**config.mk**
```make
export PLATFORM = sky130hd
export DESIGN_NAME = rr_reg_arbiter_flat
export DESIGN_NICKNAME = d
export VERILOG_FILES = /design/src/rtl/rr_reg_arbiter_if.sv /design/src/rtl/rr_reg_arbiter.sv /design/src/flat_wrapper.sv
export SDC_FILE = /design/constraint.sdc
export NUM_CORES = 1
export LEC_CHECK = 0
export BUFFER_PORTS_ARGS = -buffer_cell sky130_fd_sc_hd__buf_2
export CORE_ASPECT_RATIO = 1.75
export CORE_MARGIN = 3
export CORE_UTILIZATION = 50
export CTS_CLUSTER_DIAMETER = 200
export CTS_CLUSTER_SIZE = 40
export DETAILED_ROUTE_END_ITERATION = 12
export PLACE_DENSITY = 0.8
export REMOVE_ABC_BUFFERS = 1
export SETUP_SLACK_MARGIN = 0.2
export SYNTH_ARGS = -nofsm -noshare
export SYNTH_HDL_FRONTEND = slang
export SYNTH_SLANG_ARGS = --single-unit
```
**constraint.sdc**
```tcl
create_clock -name clk -period 2.03 [get_ports clk]
set_input_delay 0 -clock clk [delete_from_list [all_inputs] [get_ports clk]]
set_output_delay 0 -clock clk [all_outputs]
set_load 0.05 [all_outputs]
```
**src/rtl/rr_reg_arbiter_if.sv**
```systemverilog
// rr_reg_arbiter_if
// Bundle between N requesters and the round-robin shared register.
// The requester side (master) drives req/din and observes the grant and the
// register; the arbiter side (slave) does the reverse.
interface rr_reg_arbiter_if #(
    parameter int N = 4,
    parameter int W = 8
);
    localparam int IW = $clog2(N);

    logic [N-1:0]   req;      // per-requester request, held for the whole use
    logic [N*W-1:0] din;      // requester i drives din[i*W +: W]
    logic [N-1:0]   gnt;      // registered one-hot grant, zero when idle
    logic [IW-1:0]  owner;    // index of the granted requester, sticky when idle
    logic [W-1:0]   dout;     // shared register contents
    logic           dvalid;   // dout belongs to a currently granted requester
    logic           timeout;  // one-cycle pulse when a grant is revoked

    modport master (
        output req, din,
        input  gnt, owner, dout, dvalid, timeout
    );

    modport slave (
        input  req, din,
        output gnt, owner, dout, dvalid, timeout
    );
endinterface

```
**src/rtl/rr_reg_arbiter.sv**
```systemverilog
// rr_reg_arbiter
// Round-robin arbiter guarding one W-bit shared register among N requesters.
// A two-state FSM (IDLE/BUSY) grants the first requester found searching
// upward from a rotating pointer; while the owner holds req the register
// reloads from its data slice every cycle. Releasing the grant always costs
// one IDLE cycle, and the pointer moves to the owner's successor.
//
// Optional feature: define ARB_TIMEOUT_EN to revoke a grant that has lasted
// TIMEOUT cycles (8-bit counter, one-cycle timeout pulse). Without the macro
// there is no counter and timeout is tied low.
module rr_reg_arbiter #(
    parameter int N       = 4,
    parameter int W       = 8,
    parameter int TIMEOUT = 8
) (
    input  logic             clk,
    input  logic             reset,
    rr_reg_arbiter_if.slave  bus
);

    localparam int            IW  = $clog2(N);
    localparam logic [IW:0]   N_W = (IW + 1)'(N);

    // Elaboration-time parameter range checks.
    if (N < 2 || N > 8) begin : g_bad_n
        $error("rr_reg_arbiter: N must be in 2..8");
    end
    if (TIMEOUT < 2 || TIMEOUT > 255) begin : g_bad_timeout
        $error("rr_reg_arbiter: TIMEOUT must be in 2..255");
    end

    typedef enum logic {
        IDLE = 1'b0,
        BUSY = 1'b1
    } state_t;

    state_t         state_q, state_d;
    logic [N-1:0]   gnt_q,   gnt_d;
    logic [IW-1:0]  owner_q, owner_d;
    logic [IW-1:0]  ptr_q,   ptr_d;
    logic [W-1:0]   dout_q,  dout_d;
    logic           dvalid_q, dvalid_d;

`ifdef ARB_TIMEOUT_EN
    // Counter value seen on the edge where the grant has lasted TIMEOUT cycles:
    // it is cleared on the granting edge and bumped on every following BUSY edge.
    localparam logic [7:0] CNT_LAST = 8'(TIMEOUT - 1);

    logic [7:0]     cnt_q, cnt_d;
    logic           timeout_q, timeout_d;
`endif

    // Per-requester view of the packed data bus.
    logic [W-1:0]   din_arr [N];

    // Arbitration result for the current cycle.
    logic           found;
    logic [IW-1:0]  win;
    logic [IW-1:0]  cand;

    // (base + step) mod N for base < N and step < N.
    function automatic logic [IW-1:0] wrap_add(input logic [IW-1:0] base,
                                               input logic [IW:0]   step);
        logic [IW+1:0] sum;
        sum = {2'b00, base} + {1'b0, step};
        if (sum >= {1'b0, N_W}) begin
            sum = sum - {1'b0, N_W};
        end
        return sum[IW-1:0];
    endfunction

    // Unpack din into one slice per requester.
    always_comb begin
        for (int i = 0; i < N; i++) begin
            din_arr[i] = bus.din[i*W +: W];
        end
    end

    // First requester with req high, searching from ptr upward modulo N.
    always_comb begin
        // NOTE: every variable written here gets a value before any branch, so no latch is inferred.
        found = 1'b0;
        win   = ptr_q;
        cand  = ptr_q;
        for (int k = 0; k < N; k++) begin
            cand = wrap_add(ptr_q, (IW + 1)'(k));
            if (!found && bus.req[cand]) begin
                found = 1'b1;
                win   = cand;
            end
        end
    end

    // Next-state and next-output logic of the IDLE/BUSY FSM.
    always_comb begin
        state_d  = state_q;
        gnt_d    = gnt_q;
        owner_d  = owner_q;
        ptr_d    = ptr_q;
        dout_d   = dout_q;
        dvalid_d = dvalid_q;
`ifdef ARB_TIMEOUT_EN
        cnt_d     = cnt_q;
        timeout_d = 1'b0;
`endif

        case (state_q)
            IDLE: begin
                if (found) begin
                    state_d  = BUSY;
                    gnt_d    = {{(N-1){1'b0}}, 1'b1} << win;
                    owner_d  = win;
                    dout_d   = din_arr[win];
                    dvalid_d = 1'b1;
`ifdef ARB_TIMEOUT_EN
                    cnt_d    = 8'd0;
`endif
                end
            end

            BUSY: begin
                // Release wins over timeout when both land on the same edge.
                if (!bus.req[owner_q]) begin
                    state_d  = IDLE;
                    gnt_d    = '0;
                    dvalid_d = 1'b0;
                    ptr_d    = wrap_add(owner_q, (IW + 1)'(1));
                end
`ifdef ARB_TIMEOUT_EN
                else if (cnt_q == CNT_LAST) begin
                    state_d   = IDLE;
                    gnt_d     = '0;
                    dvalid_d  = 1'b0;
                    ptr_d     = wrap_add(owner_q, (IW + 1)'(1));
                    timeout_d = 1'b1;
                end
`endif
                else begin
                    // Non-owner requests are simply not looked at here.
                    dout_d = din_arr[owner_q];
`ifdef ARB_TIMEOUT_EN
                    cnt_d  = cnt_q + 8'd1;
`endif
                end
            end

            default: begin
                state_d  = IDLE;
                gnt_d    = '0;
                dvalid_d = 1'b0;
            end
        endcase
    end

    // State register; reset drops any grant and restarts arbitration at requester 0.
    always_ff @(posedge clk or negedge reset) begin
        if (!reset) begin
            state_q  <= IDLE;
            gnt_q    <= '0;
            owner_q  <= '0;
            ptr_q    <= '0;
            dout_q   <= '0;
            dvalid_q <= 1'b0;
        end else begin
            // NOTE: non-blocking updates so every register samples pre-edge values.
            state_q  <= state_d;
            gnt_q    <= gnt_d;
            owner_q  <= owner_d;
            ptr_q    <= ptr_d;
            dout_q   <= dout_d;
            dvalid_q <= dvalid_d;
        end
    end

`ifdef ARB_TIMEOUT_EN
    // Grant-length counter and timeout pulse register.
    always_ff @(posedge clk or negedge reset) begin
        if (!reset) begin
            cnt_q     <= 8'd0;
            timeout_q <= 1'b0;
        end else begin
            cnt_q     <= cnt_d;
            timeout_q <= timeout_d;
        end
    end

    assign bus.timeout = timeout_q;
`else
    assign bus.timeout = 1'b0;
`endif

    assign bus.gnt    = gnt_q;
    assign bus.owner  = owner_q;
    assign bus.dout   = dout_q;
    assign bus.dvalid = dvalid_q;

endmodule

```
**src/flat_wrapper.sv**
```systemverilog
// flat-port wrapper written by rule: the top's interface ports become plain ports
module rr_reg_arbiter_flat 
#(
    parameter int N       = 4,
    parameter int W       = 8,
    parameter int TIMEOUT = 8
)
  (clk, reset, bus_req, bus_din, bus_gnt, bus_owner, bus_dout, bus_dvalid, bus_timeout);
  rr_reg_arbiter_if #(.N(N), .W(W)) bus_i ();
  input  logic clk;
  input  logic reset;
  input wire logic [$bits(bus_i.req)-1:0] bus_req;
  input wire logic [$bits(bus_i.din)-1:0] bus_din;
  output wire logic [$bits(bus_i.gnt)-1:0] bus_gnt;
  output wire logic [$bits(bus_i.owner)-1:0] bus_owner;
  output wire logic [$bits(bus_i.dout)-1:0] bus_dout;
  output wire logic [$bits(bus_i.dvalid)-1:0] bus_dvalid;
  output wire logic [$bits(bus_i.timeout)-1:0] bus_timeout;
  assign bus_i.req = bus_req;
  assign bus_i.din = bus_din;
  assign bus_gnt = bus_i.gnt;
  assign bus_owner = bus_i.owner;
  assign bus_dout = bus_i.dout;
  assign bus_dvalid = bus_i.dvalid;
  assign bus_timeout = bus_i.timeout;
  rr_reg_arbiter #(.N(N), .W(W), .TIMEOUT(TIMEOUT)) u_core (.clk(clk), .reset(reset), .bus(bus_i));
endmodule
```
==> flow_summary_export.csv <==
group,metric,value,unit
final_layout,final_cell_mix,"52 x buf_2, 15 x dfrtp_1, 13 x nand2_1",
synthesis,synth-edff-count,0,
routing,ant_nets,0,
final_layout,drive_gt1_frac,0.4907,
synthesis,syn_avg_cell_area,9.438,sq um
synthesis,synth.cell_area,1529,sq um
sta,tns,0,ns
sta,fin_crit_sh,0.8770,
die,start_util,0.5431,
die,die_w,47.80,um
pwr,p_comb_frac,0.698,
die,dieArea,3783,sq um
routing,wirelength,4447,um
global_routing,grt_max_degree,19,
place,routabilityCongestion,0.9162,
global_routing,antenna_found_initial,0,
synthesis,synth-async-reset-ratio,1.000,
routing,routedWlPerCell,18.30,um
pwr,power,3.303,mW
final_layout,nets,255,
place,dp_hpwl,3296,um
die,die_h,79.15,um
pwr,p_int,1.624,mW
sta,final_hold_viol_count,0,
pwr,p_sw,1.679,mW
synthesis,netlist-cell-type-count,42,
clock_tree,cts.path.max_buffers,2,
pwr,leakagePower,0.8995,nW
global_routing,grtUsageTotal,0.2360,
routing,dr_total_vias,1580,
routing,drt_iter0_drc,56,
critical_path,cp.required,2.19,ns
sta,min_period,1.780,ns
pwr,power_density,1693,nW/um^2
final_layout,stdcell_count,243,
place,portBuffers,52,
sta,fin_skew,0.001802,ns
global_routing,grt-ovfl-total,0,
final_layout,syn2layout_area_growth,27.58,%
synthesis,synth_cells,162,
final_layout,num_antenna_cells,0,
die,row_count,25,
critical_path,arrival,1.94,ns
clock_tree,clkSinkCount,18,
final_layout,final_common_cell,"buf_2",
synthesis,synth_seq_cells,18,
global_routing,grt_pass1_vias,1557,
die,ios,54,
sta,finalMaxSlewViolations,0,
pwr,p_sw_frac,0.5083,
clock_tree,numCtsBuffers,3,
status,status,"finished, final reports clean",
clock_tree,path_clk_slew,0.07,ns
place,place_inst,234,
die,core-area,2815,sq um
job,maxCapViolCount,0,
synthesis,ys.warnings.count,0,
clock_tree,worstSkewPairLatency,0.26,ns
sta,rsz0062_at_grt,"yes",
routing,drt_first_pass_iters,4,
clock_tree,cts-root-buf,"clkbuf_8",
sta,worst_pin_slew,0.6931,ns
clock_tree,h-tree-depth,1,
critical_path,worstSetupPathType,"flip-flop to flip-flop",
pwr,pwr-share-seq,0.210,
pwr,ir_worst_vdd,1062,uV
clock_tree,tritoncts,"done",
pwr,clockPowerShare,0.092,
worst_hold_path,hold_path.class,"input port to flip-flop",
critical_path,worstPathMaxFanout,6,
critical_path,cp-end-kind,"flip-flop",
sta,finalSetupViolations,0,
routing,vias_per_cell,6.502,
synthesis,ys_seq_area_frac,0.2946,
critical_path,startpoint_type,"flip-flop",
sta,maxSlewHeadroom,0.5348,
global_routing,grt_pass1_wl,6603,um
sta,max_freq,561.7,MHz
synthesis,ys.flop_type,"dfrtp_1",
routing,drc,0,
[timing repair]
item                                    in CTS  in global routing
hold buffers                                 1                  0
hold endpoints to repair                    18                  0
endpoints found under the setup margin       8                  9
cloned                                       0                  1
gates resized for setup                      5                 16
buffers inserted                             0                  3
[flip-flops by register name, indices dropped and copies added, names as in the netlist]
register           count
u_core.bus.owner       2
u_core.state_q         1
u_core.bus.dvalid      1
u_core.ptr_q           2
u_core.bus.gnt         4
u_core.bus.dout        8
[cell families after synthesis]
group	share of synthesized area
other cells	0.002453
compound gates	0.2087
xor+xnor	0.005729
mux	0.1915
buf+inv	0.06873
simple gates	0.2283
flops	0.2946
[power groups by stage]
stage / Clock (mW) / Sequential [mW] / Combinational (mW)
global placement: 0 / 0.683 / 2.08
detailed placement: 0 / 0.694 / 2.11
global route: 0.321 / 0.726 / 2.45
floorplan: 0 / 1.24 / 1.01
finish: 0.303 / 0.694 / 2.31
CTS: 0.309 / 0.690 / 2.14
[stage by stage]
step	hold slack [ns]	utilization	worst slack [ns]	instance area, sq um
detailed placement	-0.03985	0.6329	0.1301	1782
finish	0.05553	0.6929	0.2498	1951
global placement	-0.04354	0.6329	0.1808	1782
CTS	0.05729	0.6609	0.2060	1861
floorplan	-0.2956	-	-0.2827	1428
global route	0.1038	0.6929	0.1984	1951
[critical path: stages (launching register included)]
cell	delay, ns
dfrtp_2	0.46
mux4_2	0.62
nand2b_4	0.19
nor2b_2	0.18
a31o_2	0.22
[metal layers]
metal,track usage,part of all wire
met2,0.4204,0.56
met1,0.2485,0.37
met5,0,0
met4,0.1294,0.026
met3,0.02041,0.043
[cell usage after synthesis, types with 2 or more instances]
| master | count | share of area |
|---|---|---|
| buf_6 | 5 | 0.037 |
| o221ai_1 | 3 | 0.017 |
| dfrtp_1 | 18 | 0.29 |
| nor4_1 | 5 | 0.020 |
| nand2b_1 | 2 | 0.0082 |
| nand3_1 | 8 | 0.026 |
| a21oi_1 | 9 | 0.029 |
| a31o_2 | 2 | 0.011 |
| nor2b_2 | 3 | 0.017 |
| clkbuf_1 | 4 | 0.0098 |
| o31ai_1 | 9 | 0.044 |
| nand2_1 | 13 | 0.032 |
| mux4_2 | 9 | 0.13 |
| nand4_1 | 7 | 0.029 |
| clkbuf_2 | 2 | 0.0065 |
| mux2i_1 | 9 | 0.059 |
| o21a_1 | 2 | 0.0098 |
| nor2b_1 | 3 | 0.012 |
| a31oi_1 | 6 | 0.025 |
| or2_2 | 2 | 0.0082 |
| nor2_1 | 8 | 0.020 |
| o21ai_0 | 8 | 0.026 |
| nor3_1 | 3 | 0.0098 |
| a21o_1 | 3 | 0.015 |
| buf_1 | 2 | 0.0049 |
[path summary, 6_finish.rpt]
| kind | from | endpoint | slack (ns) | depth (start not counted) |
|---|---|---|---|---|
| setup / recovery | u_core.bus.owner[1]$_DFFE_PN0P_ | u_core.bus.dout[1]$_DFFE_PN0P_ | 0.25 | 4 |
| hold / removal | bus_din[5] | u_core.bus.dout[5]$_DFFE_PN0P_ | 0.06 | 3 |
| setup reg to reg | u_core.bus.owner[1]$_DFFE_PN0P_ | u_core.bus.dout[1]$_DFFE_PN0P_ | 0.25 | 4 |
| hold reg to reg | u_core.bus.dvalid$_DFFE_PN0P_ | u_core.bus.dvalid$_DFFE_PN0P_ | 0.49 | 2 |
| max in group asynchronous | reset | u_core.ptr_q[0]$_DFFE_PN0P_ | 1.50 | 2 |
| min in group asynchronous | reset | u_core.bus.dout[3]$_DFFE_PN0P_ | 0.21 | 2 |
[cell type report]
class,instances,area [sq um]
Multi-Input combinational cell,129,1047
Tap cell,27,33.78
Fill cell,219,864.6
Sequential cell,18,454.2
Timing Repair Buffer,64,356.6
Clock buffer,4,55.05
Inverter,1,3.754
No activity file was read; power rests on OpenSTA's default activity.
